### config.mk
export PLATFORM = sky130hd
export DESIGN_NAME = instruction_encode
export DESIGN_NICKNAME = d
export VERILOG_FILES = /design/src/rtl/instruction_encode.sv
export SDC_FILE = /design/constraint.sdc
export NUM_CORES = 1
export LEC_CHECK = 0
export CORE_MARGIN = 2
export CORE_UTILIZATION = 40
export CTS_BUF_LIST = sky130_fd_sc_hd__clkbuf_2
export CTS_CLUSTER_DIAMETER = 30
export CTS_CLUSTER_SIZE = 28
export DETAILED_ROUTE_END_ITERATION = 6
export PLACE_DENSITY_LB_ADDON = 0.15
export REMOVE_ABC_BUFFERS = 1
export SETUP_SLACK_MARGIN = 0.02
export SLEW_MARGIN = 20
export SYNTH_ARGS = -nofsm -noshare
export SYNTH_HDL_FRONTEND = slang
export SYNTH_SLANG_ARGS = --single-unit
export TNS_END_PERCENT = 100
### constraint.sdc
create_clock -name clk -period 2.33 [get_ports clk]
set_clock_uncertainty 0.05 [all_clocks]
set_input_delay 0.466 -clock clk [delete_from_list [all_inputs] [get_ports clk]]
set_output_delay 0.466 -clock clk [all_outputs]
set_load 0.01 [all_outputs]
### src/rtl/instruction_encode.sv
// Buffered RV32 instruction encoder: packs decoded fields into 32-bit words and queues them in a FIFO.
// Optional immediate range checking is compiled in with `define ENCODER_IMM_CHECK_EN.
package instruction_encode_pkg;
  localparam int IMM_WIDTH         = 21;
  localparam int INSTRUCTION_WIDTH = 32;

  typedef enum logic [2:0] {
    R_TYPE   = 3'd0,
    I_TYPE   = 3'd1,
    S_TYPE   = 3'd2,
    B_TYPE   = 3'd3,
    U_TYPE   = 3'd4,
    J_TYPE   = 3'd5,
    SYS_TYPE = 3'd6
  } instruction_op_type;
endpackage

module instruction_encode
  import instruction_encode_pkg::*;
#(
  parameter int DEPTH     = 4,
  parameter int CNT_WIDTH = 16
) (
  input  logic                         clk,
  input  logic                         rst_n,
  input  logic                         in_valid,
  output logic                         in_ready,
  input  logic [6:0]                   opcode,
  input  instruction_op_type           optype,
  input  logic [4:0]                   rd,
  input  logic [4:0]                   rs1,
  input  logic [4:0]                   rs2,
  input  logic [2:0]                   funct3,
  input  logic [6:0]                   funct7,
  input  logic [IMM_WIDTH-1:0]         imm,
  output logic                         out_valid,
  input  logic                         out_ready,
  output logic [INSTRUCTION_WIDTH-1:0] instruction,
  output logic                         out_err,
  output logic [CNT_WIDTH-1:0]         enc_count
);
  localparam int PTR_W = $clog2(DEPTH);
  localparam int OCC_W = $clog2(DEPTH + 1);

  typedef struct packed {
    logic                         err;
    logic [INSTRUCTION_WIDTH-1:0] word;
  } entry_t;

  entry_t enc_entry;

  // NOTE: every output of a combinational block gets a default first, so no path infers a latch.
  always_comb begin
    enc_entry = '0;
    unique case (optype)
      R_TYPE:         enc_entry.word = {funct7, rs2, rs1, funct3, rd, opcode};
      I_TYPE,
      SYS_TYPE:       enc_entry.word = {imm[11:0], rs1, funct3, rd, opcode};
      S_TYPE:         enc_entry.word = {imm[11:5], rs2, rs1, funct3, imm[4:0], opcode};
      B_TYPE:         enc_entry.word = {imm[12], imm[10:5], rs2, rs1, funct3, imm[4:1], imm[11], opcode};
      U_TYPE:         enc_entry.word = {imm[19:0], rd, opcode};
      J_TYPE:         enc_entry.word = {imm[20], imm[10:1], imm[11], imm[19:12], rd, opcode};
      default: begin
        enc_entry.word = 32'h0000_0013;
        enc_entry.err  = 1'b1;
      end
    endcase
`ifdef ENCODER_IMM_CHECK_EN
    // Sign-extension bits above the encodable field must all match the field's sign bit.
    unique case (optype)
      I_TYPE, SYS_TYPE, S_TYPE:
        if (!((&imm[20:11]) || !(|imm[20:11]))) enc_entry.err = 1'b1;
      B_TYPE:
        if (!((&imm[20:12]) || !(|imm[20:12])) || imm[0]) enc_entry.err = 1'b1;
      J_TYPE:
        if (imm[0]) enc_entry.err = 1'b1;
      U_TYPE:
        if (imm[20]) enc_entry.err = 1'b1;
      default: ;
    endcase
`endif
  end

  entry_t               mem_q [DEPTH];
  logic [PTR_W-1:0]     head_q, head_d, tail_q, tail_d;
  logic [OCC_W-1:0]     occ_q, occ_d;
  logic [CNT_WIDTH-1:0] cnt_q, cnt_d;
  logic                 accept, pop;

  assign in_ready    = (occ_q != OCC_W'(DEPTH));
  assign out_valid   = (occ_q != '0);
  assign accept      = in_valid && in_ready;
  assign pop         = out_valid && out_ready;
  assign instruction = mem_q[head_q].word;
  assign out_err     = mem_q[head_q].err;
  assign enc_count   = cnt_q;

  always_comb begin
    head_d = pop    ? head_q + PTR_W'(1) : head_q;
    tail_d = accept ? tail_q + PTR_W'(1) : tail_q;
    cnt_d  = accept ? cnt_q + CNT_WIDTH'(1) : cnt_q;
    occ_d  = occ_q;
    if (accept && !pop)      occ_d = occ_q + OCC_W'(1);
    else if (pop && !accept) occ_d = occ_q - OCC_W'(1);
  end

  // NOTE: storage is reset because the head entry is visible on instruction/out_err straight out of reset.
  always_ff @(posedge clk or negedge rst_n) begin
    if (!rst_n) begin
      head_q <= '0;
      tail_q <= '0;
      occ_q  <= '0;
      cnt_q  <= '0;
      for (int i = 0; i < DEPTH; i++) mem_q[i] <= '0;
    end else begin
      head_q <= head_d;
      tail_q <= tail_d;
      occ_q  <= occ_d;
      cnt_q  <= cnt_d;
      if (accept) mem_q[tail_q] <= enc_entry;
    end
  end
endmodule

==> run summary, run 1 <==
The half-perimeter wire length after placement is 13360 µm. For the maximum ir drop on the vdd rail, the log shows 0.0007401 V. The logs give 49 for the number of core rows and 0.009604 mm² for the final design instance area without fill. For the worst flop-to-flop path, the logic depth is 11. For the pin with the worst max-slew slack, the measured transition is 471.2 ps. The die is 139.2 µm tall.

Count of warnings emitted by yosys: 0. The run gives 20.90% as the total global routing track utilization. Of the available clock period, the critical path in the final layout requires 118.0%.

0 antenna diodes ended up in the layout. Entering global routing, the biggest net connects 78 pins. The number of buffers added on ports works out to 110. The number of antenna violations at the first check in global routing came out at 0. The fraction of layout cells with a size suffix above 1 is 30.50%. The element type at the critical path start is a flip-flop.

The shortest period the worst path allows came out at 2749 ps. Core outline area: 0.01796 mm². In the routed design, unresolved DRC markers number 0.

The clock slew at the register clock pins of the worst setup and hold paths was 220 ps. The max-slew headroom at the worst pin is 68.59%, and the initial core utilization is 40.71%. The logs give 155 for the clock sink total and 2230 ps for the critical path data arrival time. The number of global-route vias before repair came out at 5680. TritonCTS built the clock tree. Max-cap violations in this run came to 0. In this run the worst hold path is classified as input pin to asynchronous set/reset pin. The worst endpoint required time is 1810 ps.

Remaining global-route overflow: 0. At the end of the flow, the number of nets in the layout was 842. The type of the worst setup path was flip-flop to primary output. The detail route stage leaves a number of antenna-violating nets equal to 0. The die footprint was 0.01938 mm²; the count of final hold-check violations was 0. Counting every instance in the synthesized netlist gives 612. The tools report the number of H-tree branching levels as 4. The die outline width was 139.2 µm.

From synthesis to final layout, the design area changed by 31.33%. The tools report the first-iteration detailed-routing DRC count as 267. In this run the mean area of a mapped cell was 11.95 µm². At the end of routability-driven placement, the weighted congestion stood at 0.7987.

The length of the first detailed-routing pass in iterations was 4; the areal power density over the cells was 1268 mW/mm². The run gives -10790 ps as the aggregate negative setup slack. Dividing the detail-routed wire length by the instance count gives 19.35 µm.

Summing over every cut layer, the via total after detailed routing is 5390. The maximum net fanout on the critical path is 5. The checks that failed: negative setup slack. The flow ran to the end, but the final reports show violations. The run gives 31370 µm as the wire length of the first global-routing pass. Setup repair after global routing could not meet its margin everywhere. The mapped netlist covers 0.007313 mm². The logs give 4.357 nW for the static power due to leakage and 363.8 MHz for the highest clock rate.

Using the TritonRoute via totals, the vias-per-cell ratio works out to 5.305. Setup violations remaining at the end of the flow were counted as 34. The number of register bits inferred by synthesis was 155. For the total cell area at the placement stage, the log shows 0.008865 mm².

Critical path capture point type: a primary output. The top-level port count was 111; the maximum clock insertion buffer count was 2. The run gives -418.6 ps as the minimum setup slack in the final design. The root buffer cell is sky130_fd_sc_hd__clkbuf_2.

The total wire length after detailed routing was 19660 µm; the number of buffers created by CTS was 17. After synthesis, the netlist uses 43 different library cells. For the final number of max-transition violations, the log shows 0. At the later pin of the worst-skew pair, clock insertion delay measures 720 ps. For this run, the register share of the synthesized area comes to 53.04%.
==> final cells by class <==
| type | count | area [µm²] |
|---|---|---|
| Tap cell | 229 | 286.5 |
| Clock inverter | 12 | 125.1 |
| Inverter | 7 | 31.28 |
| Clock buffer | 19 | 95.09 |
| Multi-Input combinational cell | 410 | 3208 |
| Fill cell | 1570 | 8359 |
| Sequential cell | 155 | 3882 |
| Timing Repair Buffer | 184 | 1976 |
==> synthesized netlist by cell type, drive strengths merged <==
cell type  instances  area (µm²)
dfrtp            155        3879
nand3             15       95.09
nor4               1       6.260
fa                 1       20.02
a31oi              1       6.260
and4               1       8.760
mux4              33       743.2
nor4b              1       8.760
nand2             98       367.9
nor2b              3       26.27
mux2i             15       150.1
buf               29       183.9
nor3               2       10.01
xor2               6       52.55
and3               1       6.260
nand4              4       25.02
inv                7       28.78
o22ai              6       75.07
a21oi             16       80.08
a221o              4       40.04
nor2              21       86.33
a22oi              5       37.54
or2                1       6.260
a2bb2oi            1       8.760
o21ai             92       460.4
nand2b             3       18.77
xnor2             15       131.4
a211oi             4       30.03
ha                 6       75.07
mux2              50       563.0
clkbuf            11       42.54
nor3b              1       18.77
a211o              1       8.760
or3                2       12.51
==> worst max-delay path: stages, from the launching register on <==
cell and delay, ps:
sky130_fd_sc_hd__dfrtp_2 460, sky130_fd_sc_hd__buf_12 130, sky130_fd_sc_hd__buf_12 120, sky130_fd_sc_hd__buf_16 130, sky130_fd_sc_hd__mux4_2 520, sky130_fd_sc_hd__buf_6 140
==> through the flow <==
| stage | total power, mW | hold slack [ps] | instances | utilization (%) | worst slack, ps |
|---|---|---|---|---|---|
| CTS | 12.14 | 64.34 | 1003 | 52.55 | -476.8 |
| global placement | 9.749 | 317.0 | 946 | 49.35 | -22.97 |
| finish | 12.18 | 114.3 | 1016 | 53.47 | -418.6 |
| global route | 12.98 | 53.19 | 1016 | 53.47 | -535.2 |
| floorplan | 7.418 | 120.4 | 572 | - | -327.8 |
| detailed placement | 9.991 | 321.1 | 946 | 49.35 | -56.51 |
==> sequential cells by signal, summed over array words and instances, names as in the netlist <==
register   count
head_q         2
mem_q        132
enc_count     16
tail_q         2
occ_q          3
==> power by group <==
part | internal (mW) | switching, mW
Combinational | 3.60 | 2.66
Sequential | 3.86 | 0.622
Clock | 0.489 | 0.950
Total | 7.95 | 4.23
==> path summary, 6_finish.rpt <==
path,from,slack (ps),endpoint
worst max register to register,occ_q[1],40,occ_q[1]
worst min-delay path,rst_n,110,mem_q[70]
worst min register to register,mem_q[33],460,mem_q[33]
min in group clk,opcode[2],310,mem_q[68]
max in group asynchronous,rst_n,1410,mem_q[113]
worst max-delay path,head_q[0],-420,instruction[7]
==> per-layer routing <==
metal / vias to the layer above / track usage, % / share of wire (%)
li1: 2511 / - / -
met1: 2715 / 27.40 / 44
met2: 141 / 35.21 / 50
met3: 23 / 4.886 / 4.6
met4: 0 / 5.582 / 1.7
met5: - / 0 / 0
==> placed cells by master (no fill, tap or decap), types with 10 or more instances in the layout <==
master	count
sky130_fd_sc_hd__a21oi_1	16
sky130_fd_sc_hd__buf_12	16
sky130_fd_sc_hd__buf_4	43
sky130_fd_sc_hd__buf_6	44
sky130_fd_sc_hd__clkbuf_2	19
sky130_fd_sc_hd__clkdlybuf4s50_1	68
sky130_fd_sc_hd__dfrtp_1	152
sky130_fd_sc_hd__mux2_2	45
sky130_fd_sc_hd__mux2i_1	15
sky130_fd_sc_hd__mux4_2	33
sky130_fd_sc_hd__nand2_1	97
sky130_fd_sc_hd__nand3_1	11
sky130_fd_sc_hd__nor2_1	20
sky130_fd_sc_hd__o21ai_0	82
sky130_fd_sc_hd__o21ai_1	10
sky130_fd_sc_hd__xnor2_1	15
==> what timing repair did <==
item,4_1_cts,5_1_grt
setup buffers,23,15
resized for setup,181,25
cloned,3,0
hold buffers,1,0
endpoints found under the hold margin,155,0
pin swaps,1,3
endpoints found under the setup margin,43,47
==> kinds of logic (layout without fill, tap and decap cells) <==
logic type	after synthesis	after routing	share of synthesized area (%)
xor gates and xnor gates	21	21	2.515
buffers and inverters	47	222	3.490
DFF	155	155	53.04
and+or+nand+nor	154	154	9.530
AOI/OAI and AO/OA	130	130	10.21
muxes	98	98	19.91
adders and majority gates	7	7	1.300
No activity file was read; power rests on OpenSTA's default activity.
==> run 2, diff against run 1 <==
Settings changed: CTS_BUF_LIST sky130_fd_sc_hd__clkbuf_2 to unset, GPL_TIMING_DRIVEN set to 1.
==> run 2 against run 1 <==
The flow still finishes with violations (negative setup slack). Wire length fell by 1.7%. Combinational power decreased by 9.7%. Via count fell by 2.0%. Clock power rose by 85%. Critical endpoint unchanged. Highest routed layer unchanged. Design area down 0.26%. Cell count shrank 2.8%. Critical path depth is the same.
==> run summary, run 2 (same netlist as run 1, synthesis figures left out) <==
The shortest period the worst path allows came out at 2374 ps (-374.2 ps). The die outline width was 139.2 µm (unchanged); the top-level port count was 111 (unchanged). The clock slew at the register clock pins of the worst setup and hold paths is 60 ps (-160 ps), and the length of the first detailed-routing pass in iterations is 5 (+1).

The run gives 35.3% (-1.5 points) as the sequential share of power. The run gives 12.86 mW (+5.6%) as the overall power consumption. The run gives 49 (unchanged) as the number of core rows.

The path with the worst hold slack has its endpoint at mem_q[102]. The tools report the element type at the critical path start as a flip-flop. For the cell internal power dissipation, the log shows 8.632 mW (+8.6%).

Type of the worst setup path: flip-flop to primary output. The tools report the number of nets still failing antenna checks after routing as 0 (unchanged). The tools report the total wire length after detailed routing as 19340 µm (-1.7%).

The core outline area was 0.01796 mm² (unchanged). The post-route fraction of the period consumed by the critical path came out at 101.9% (-16 points). For the final design instance area without fill, the log shows 0.009579 mm² (-0.26%). The origin of the worst min-delay path was mem_q[102]. The number of cells traversed by the worst register-to-register path is 8 (-3), and the remaining global-route overflow is 0 (unchanged). The run gives 4.224 mW (-0.19%) as the net switching power figure.

The worst setup path is captured at a primary output. The total placed cells including tap cells is 946 (unchanged). The top cell types in the final layout, fill and taps aside, are 152 x sky130_fd_sc_hd__dfrtp_1, 98 x sky130_fd_sc_hd__nand2_1, 82 x sky130_fd_sc_hd__o21ai_0.

The maximum ir drop on the vdd rail came out at 0.0007156 V (-3.3%). The tightest min-delay check is of the flip-flop to flip-flop type. Counting instances, the worst hold path has a depth of 2. Number of buffers added on ports: 110 (unchanged).

TritonCTS built the clock tree. The average via count per standard cell was 5.345 (+0.75%). The total vias in the final route was 5281 (-2.0%); the critical path data arrival time was 1860 ps (-370 ps). Half-perimeter wire length after placement: 13360 µm (unchanged). The run finished, with violations left.

The average wire per cell in the routed design works out to 19.57 µm (+1.1%). The areal power density over the cells was 1342 mW/mm² (+5.8%). The checks that failed: negative setup slack. The slew at the pin closest to its max-slew limit is 473.6 ps (+2.358 ps), and the core utilization of the finished layout is 53.33% (-0.14 points).

The startpoint identified for the worst register-to-register timing path is occ_q[2]. For the initial core utilization, the log shows 40.71% (unchanged). Die footprint: 0.01938 mm² (unchanged). The insertion delay of the later-clocked pin in the worst-skew pair is 420 ps (-300 ps). Setup repair after global routing could not meet its margin everywhere. Worst endpoint required time: 1810 ps (about the same). The DRC violation count after routing is 0 (unchanged). The cell sitting at the root of the clock tree is a sky130_fd_sc_hd__clkbuf_16. The library cell used most frequently in the layout, excluding fill and tap cells, is sky130_fd_sc_hd__dfrtp_1.

The count of final hold-check violations was 0 (unchanged); the total cell area at the placement stage was 0.008865 mm² (unchanged). The run gives -44.41 ps (+374.2 ps) as the minimum setup slack in the final design. The number of global-route vias before repair came out at 5608 (-1.3%). The share of total power consumed by net switching was 32.85% (-1.9 points); the max-slew headroom at the worst pin was 68.36% (-0.22 points). The pin count of the biggest net entering global routing is 78 (unchanged). The logs give 4.227 nW (-3.0%) for the static power due to leakage and 240 ps (+200 ps) for the flop-to-flop setup slack. The area growth from synthesis to layout is 30.98%. The antenna cell count came out at 0 (unchanged). More flip-flops sit in one register than any other, and that register is mem_q. The tools report the clock share of power as 20.8% (+9.0 points). For the total global routing track utilization, the log shows 20.69% (-0.22 points). The tools report the first-iteration detailed-routing DRC count as 249 (-6.7%).

The maximum clock insertion buffer count came out at 2 (unchanged). The flip-flop count of the largest register, all copies and words added came out at 132 (unchanged). The worst hold slack after final layout is 426.5 ps (+312.2 ps), and the number of violations of the max-capacitance limit is 0 (unchanged). The highest clock rate is 421.2 MHz (+16%), and the wire length of the first global-routing pass is 31030 µm (-1.1%).

The run gives 17 (unchanged) as the number of buffers created by CTS. In this run the critical register-to-register path is captured at occ_q[2]. Height of the die: 139.2 µm (unchanged). The combinational group share of total power came out at 43.9% (-7.5 points). The maximum net fanout on the critical path is 5 (unchanged). The final number of max-transition violations is 0 (unchanged), and the clock sink total is 155 (unchanged). The final weighted congestion in routability-driven placement came out at 0.7987 (unchanged). The tools report the number of standard cells in the final layout excluding fillers as 988 (-2.8%). The fraction of layout cells with a size suffix above 1 is 26.88% (-3.6 points). Final net count: 814 (-3.3%). The number of H-tree branching levels was 4 (unchanged); the number of antenna violations at the first check in global routing was 0 (unchanged). The tools report the count of final setup violators as 10 (-71%).
## run 2: area by class of cell
class | instances | area (µm²)
Clock buffer | 20 | 446.7
Clock inverter | 11 | 121.4
Fill cell | 1549 | 8384
Inverter | 7 | 28.78
Multi-Input combinational cell | 410 | 3179
Sequential cell | 155 | 3882
Tap cell | 229 | 286.5
Timing Repair Buffer | 156 | 1634
## run 2: how the worst max path moves through the flow
| stage | end | slack (ps) | from | cells after the start |
|---|---|---|---|---|
| global route | instruction[7] | -90 | head_q[0] | 5 |
| finish | instruction[7] | -40 | head_q[0] | 5 |
| detailed placement | mem_q[128] | -60 | optype[1] | 6 |
| CTS | instruction[9] | -70 | head_q[0] | 5 |
| floorplan | instruction[0] | -330 | head_q[0] | 1 |
| global placement | mem_q[25] | -20 | optype[1] | 6 |
## run 2: power by group through the flow
| stage | clock network, mW | registers, mW | logic [mW] |
|---|---|---|---|
| after CTS | 2.73 | 4.53 | 5.53 |
| after detailed placement | 0 | 4.59 | 5.40 |
| after global placement | 0 | 4.49 | 5.26 |
| after global routing | 2.87 | 4.68 | 6.11 |
| final | 2.67 | 4.53 | 5.65 |
| after floorplan | 0 | 4.59 | 2.83 |
## run 2: per-stage QoR
| stage | setup WS (ps) | setup TNS, ps |
|---|---|---|
| 6_report | -44.41 | -238.0 |
| 5_1_grt | -89.73 | -798.7 |
| 4_1_cts | -74.36 | -550.6 |
| 3_5_place_dp | -56.51 | -1192 |
| 3_3_place_gp | -22.97 | -336.9 |
| 2_1_floorplan | -327.8 | -10820 |
## run 2: what timing repair did
| action | 4_1_cts | 5_1_grt |
|---|---|---|
| endpoints found under the hold margin | 29 | 0 |
| buffers inserted | 6 | 1 |
| pin swaps | 1 | 0 |
| endpoints found under the setup margin | 35 | 26 |
| cloned | 4 | 0 |
| resized for setup | 151 | 10 |
| hold buffers | 1 | 0 |
## run 2: routing by layer
layer	global-route usage, %	vias up	part of all wire [%]
met5	0	-	0
met2	34.35	131	50
met3	5.368	21	4.2
met4	5.795	0	1.5
met1	27.08	2670	45
li1	-	2459	-
## run 2: worst max-delay path, cell delays in order (launching register included)
cell,delay (ps)
sky130_fd_sc_hd__dfrtp_2,390
sky130_fd_sc_hd__buf_12,130
sky130_fd_sc_hd__buf_12,120
sky130_fd_sc_hd__buf_16,130
sky130_fd_sc_hd__mux4_2,520
sky130_fd_sc_hd__buf_6,140
==> run 3, diff against run 2 <==
Settings changed: RECOVER_POWER set to 100.
==> run 3 against run 2 <==
Critical path type unchanged. Non-clock buffer count stayed put. Global-route usage is the same. Sequential power barely moved. The flow still finishes with violations (negative setup slack). Critical path depth stayed put. Sequential cell count is the same. Design area is 1.6% lower.
==> run summary, run 3 (same netlist as run 1, synthesis figures left out) <==
For the remaining global-route overflow, the log shows 0 (unchanged). The run gives 4 (-1) as the length of the first detailed-routing pass in iterations. The shortest period the worst path allows works out to 2378 ps (+3.832 ps).

TritonCTS built the clock tree. The library cell used most frequently in the layout, excluding fill and tap cells, is sky130_fd_sc_hd__dfrtp_1. The run gives 0.003139 mm² (-1.3%) as the total area of multi-input combinational cells. The logs give 34.35% (unchanged) for the met2 routing resource usage after global routing and -48.24 ps (-3.832 ps) for the minimum setup slack in the final design. The combinational group share of total power was 43.4% (-0.5 points); the pin count of the biggest net entering global routing was 78 (unchanged).

Average via count per standard cell: 5.373 (+0.53%). met2 is the most crowded layer. The die footprint was 0.01938 mm² (unchanged); the average wire per cell in the routed design was 19.59 µm (about the same). The run gives 8.520 mW (-1.3%) as the cell internal power dissipation. STA classifies the critical path endpoint as a primary output. The combined flip-flop and latch cell area is 0.003882 mm² (unchanged). The clock share of power is 21.1% (+0.3 points). The initial core utilization is 40.71% (unchanged), and the first-iteration detailed-routing DRC count is 246 (-1.2%). The highest clock rate came out at 420.5 MHz (-0.16%).

For the total global routing track utilization, the log shows 20.69% (unchanged). The number of buffers created by CTS was 17 (unchanged); the areal power density over the cells was 1349 mW/mm² (+0.50%). The top-level port count is 111 (unchanged). The library cells used most frequently in the layout, excluding fill and tap cells, are 152 x sky130_fd_sc_hd__dfrtp_1, 98 x sky130_fd_sc_hd__nand2_1, 85 x sky130_fd_sc_hd__o21ai_0. The total placed cells including tap cells was 946 (unchanged); the number of violations of the max-capacitance limit was 0 (unchanged).

The worst setup path is launched from a flip-flop. The post-route fraction of the period consumed by the critical path is 102.1% (+0.16 points). The run finished, with violations left. The insertion delay of the later-clocked pin in the worst-skew pair was 420 ps (about the same); the met3 track demand over resource in global routing was 5.368% (unchanged). The tools report the net switching power figure as 4.199 mW (-0.58%). The critical path data arrival time came out at 1860 ps (about the same). The share of total power consumed by net switching was 33.01% (+0.16 points); the number of nets still failing antenna checks after routing was 0 (unchanged). The core utilization of the finished layout is 52.50% (-0.83 points).

The antenna cell count was 0 (unchanged); the worst endpoint required time was 1810 ps (about the same). The overall power consumption was 12.72 mW (-1.1%); the count of final setup violators was 10 (unchanged). The met1 layer usage reported by global route was 27.08% (unchanged). The final net count is 814 (unchanged), and the DRC violation count after routing is 0 (unchanged).

Type of the worst setup path: flip-flop to primary output. Number of buffers added on ports: 110 (unchanged). The max-slew headroom at the worst pin is 44.47% (-24 points).

From synthesis to final layout, the design area changed by 28.95%. The tools report the number of core rows as 49 (unchanged). The total vias in the final route was 5309 (+0.53%); the clock sink total was 155 (unchanged).

The total of fill cells in the finished design is 1569 (+1.3%). The number of antenna violations at the first check in global routing came out at 0 (unchanged). The half-perimeter wire length after placement is 13360 µm (unchanged), and the maximum clock insertion buffer count is 2 (unchanged). Fraction of layout cells with a size suffix above 1: 24.90% (-2.0 points).

The flop-to-flop setup slack came out at 100 ps (-140 ps). For the number of standard cells in the final layout excluding fillers, the log shows 988 (unchanged). Setup repair after global routing could not meet its margin everywhere. Root buffer cell: sky130_fd_sc_hd__clkbuf_16. The count of final hold-check violations came out at 0 (unchanged). The maximum ir drop on the vdd rail is 0.0007139 V (-0.25%), and the static power due to leakage is 4.184 nW (-1.0%). The die outline width was 139.2 µm (unchanged); the wire length of the first global-routing pass was 31030 µm (unchanged). The final number of max-transition violations was 0 (unchanged); the total wire length after detailed routing was 19350 µm (about the same).

The register with the most flip-flops in the final layout is mem_q. The checks that failed: negative setup slack. The maximum net fanout on the critical path came out at 5 (unchanged). The clock slew at the register clock pins of the worst setup and hold paths came out at 60 ps (about the same). The logs give 35.5% (+0.2 points) for the sequential share of power and 5608 (unchanged) for the number of global-route vias before repair.

The number of H-tree branching levels came out at 4 (unchanged). The slew at the pin closest to its max-slew limit came out at 832.9 ps (+359.4 ps). The run gives 0.7987 (unchanged) as the final weighted congestion in routability-driven placement.

The path class of the tightest hold or removal check is flip-flop to flip-flop. The flip-flop count of the largest register, all copies and words added is 132 (unchanged). The height of the die works out to 139.2 µm (unchanged). The core outline area came out at 0.01796 mm² (unchanged).
run 3: cell types whose count changed in the layout (fill, tap and decap cells not counted), moves of 3 or more:
cell	previous run	this run
sky130_fd_sc_hd__clkdlybuf4s50_1	74	56
sky130_fd_sc_hd__dlygate4sd3_1	1	19
sky130_fd_sc_hd__buf_4	28	14
sky130_fd_sc_hd__clkbuf_1	2	11
sky130_fd_sc_hd__buf_12	13	8
sky130_fd_sc_hd__clkbuf_2	0	5
sky130_fd_sc_hd__clkbuf_4	0	5
sky130_fd_sc_hd__nand3_1	11	14
sky130_fd_sc_hd__nand3_2	4	1
sky130_fd_sc_hd__o21ai_0	82	85
sky130_fd_sc_hd__o21ai_1	10	7
run 3: worst paths after layout:
path	start	endpoint	cells past startpoint
max	head_q[0]	instruction[7]	5
min	enc_count[15]	enc_count[15]	1
max reg2reg	occ_q[1]	mem_q[83]	6
min reg2reg	enc_count[15]	enc_count[15]	1
max in group asynchronous	rst_n	enc_count[14]	3
min in group asynchronous	rst_n	mem_q[70]	2
run 3: power groups by stage:
stage	sequential (mW)	combinational (mW)	clock (mW)
final	4.52	5.52	2.68
after global routing	4.67	5.98	2.87
after CTS	4.53	5.53	2.73
after detailed placement	4.59	5.40	0
after global placement	4.49	5.26	0
after floorplan	4.59	2.83	0
run 3: metrics by stage:
| step | hold WS [ps] | area, µm² | TNS (ps) | worst slack, ps |
|---|---|---|---|---|
| final | 425.4 | 9430 | -281.3 | -48.24 |
| after global routing | 448.6 | 9430 | -1354 | -89.73 |
| after CTS | 430.0 | 9524 | -550.6 | -74.36 |
| after detailed placement | 321.1 | 8865 | -1192 | -56.51 |
| after global placement | 317.0 | 8865 | -336.9 | -22.97 |
| after floorplan | 120.4 | 7087 | -10820 | -327.8 |
run 3: repair_timing:
item,CTS,global route
hold buffers,1,0
resized for setup,151,10
endpoints found under the setup margin,35,26
setup buffers,6,1
cloned,4,0
hold endpoints to repair,29,0
pin swaps,1,0
run 3: metal layers:
layer,wire length [µm],vias to the layer above
li1,-,2456
met1,8486,2691
met2,9609,135
met3,935,27
met4,321,0
met5,0,-
run 3: layout make-up:
class	instances	area share (%)
Sequential cell	155	41.17
Multi-Input combinational cell	410	33.29
Timing Repair Buffer	156	16.17
Clock buffer	20	4.737
Tap cell	229	3.038
Clock inverter	11	1.287
Inverter	7	0.3052
run 3: critical path, stage by stage (launching register included):
cell and delay [ps]:
sky130_fd_sc_hd__dfrtp_2 390, sky130_fd_sc_hd__buf_12 130, sky130_fd_sc_hd__buf_12 120, sky130_fd_sc_hd__buf_16 130
sky130_fd_sc_hd__mux4_2 520, sky130_fd_sc_hd__buf_6 140
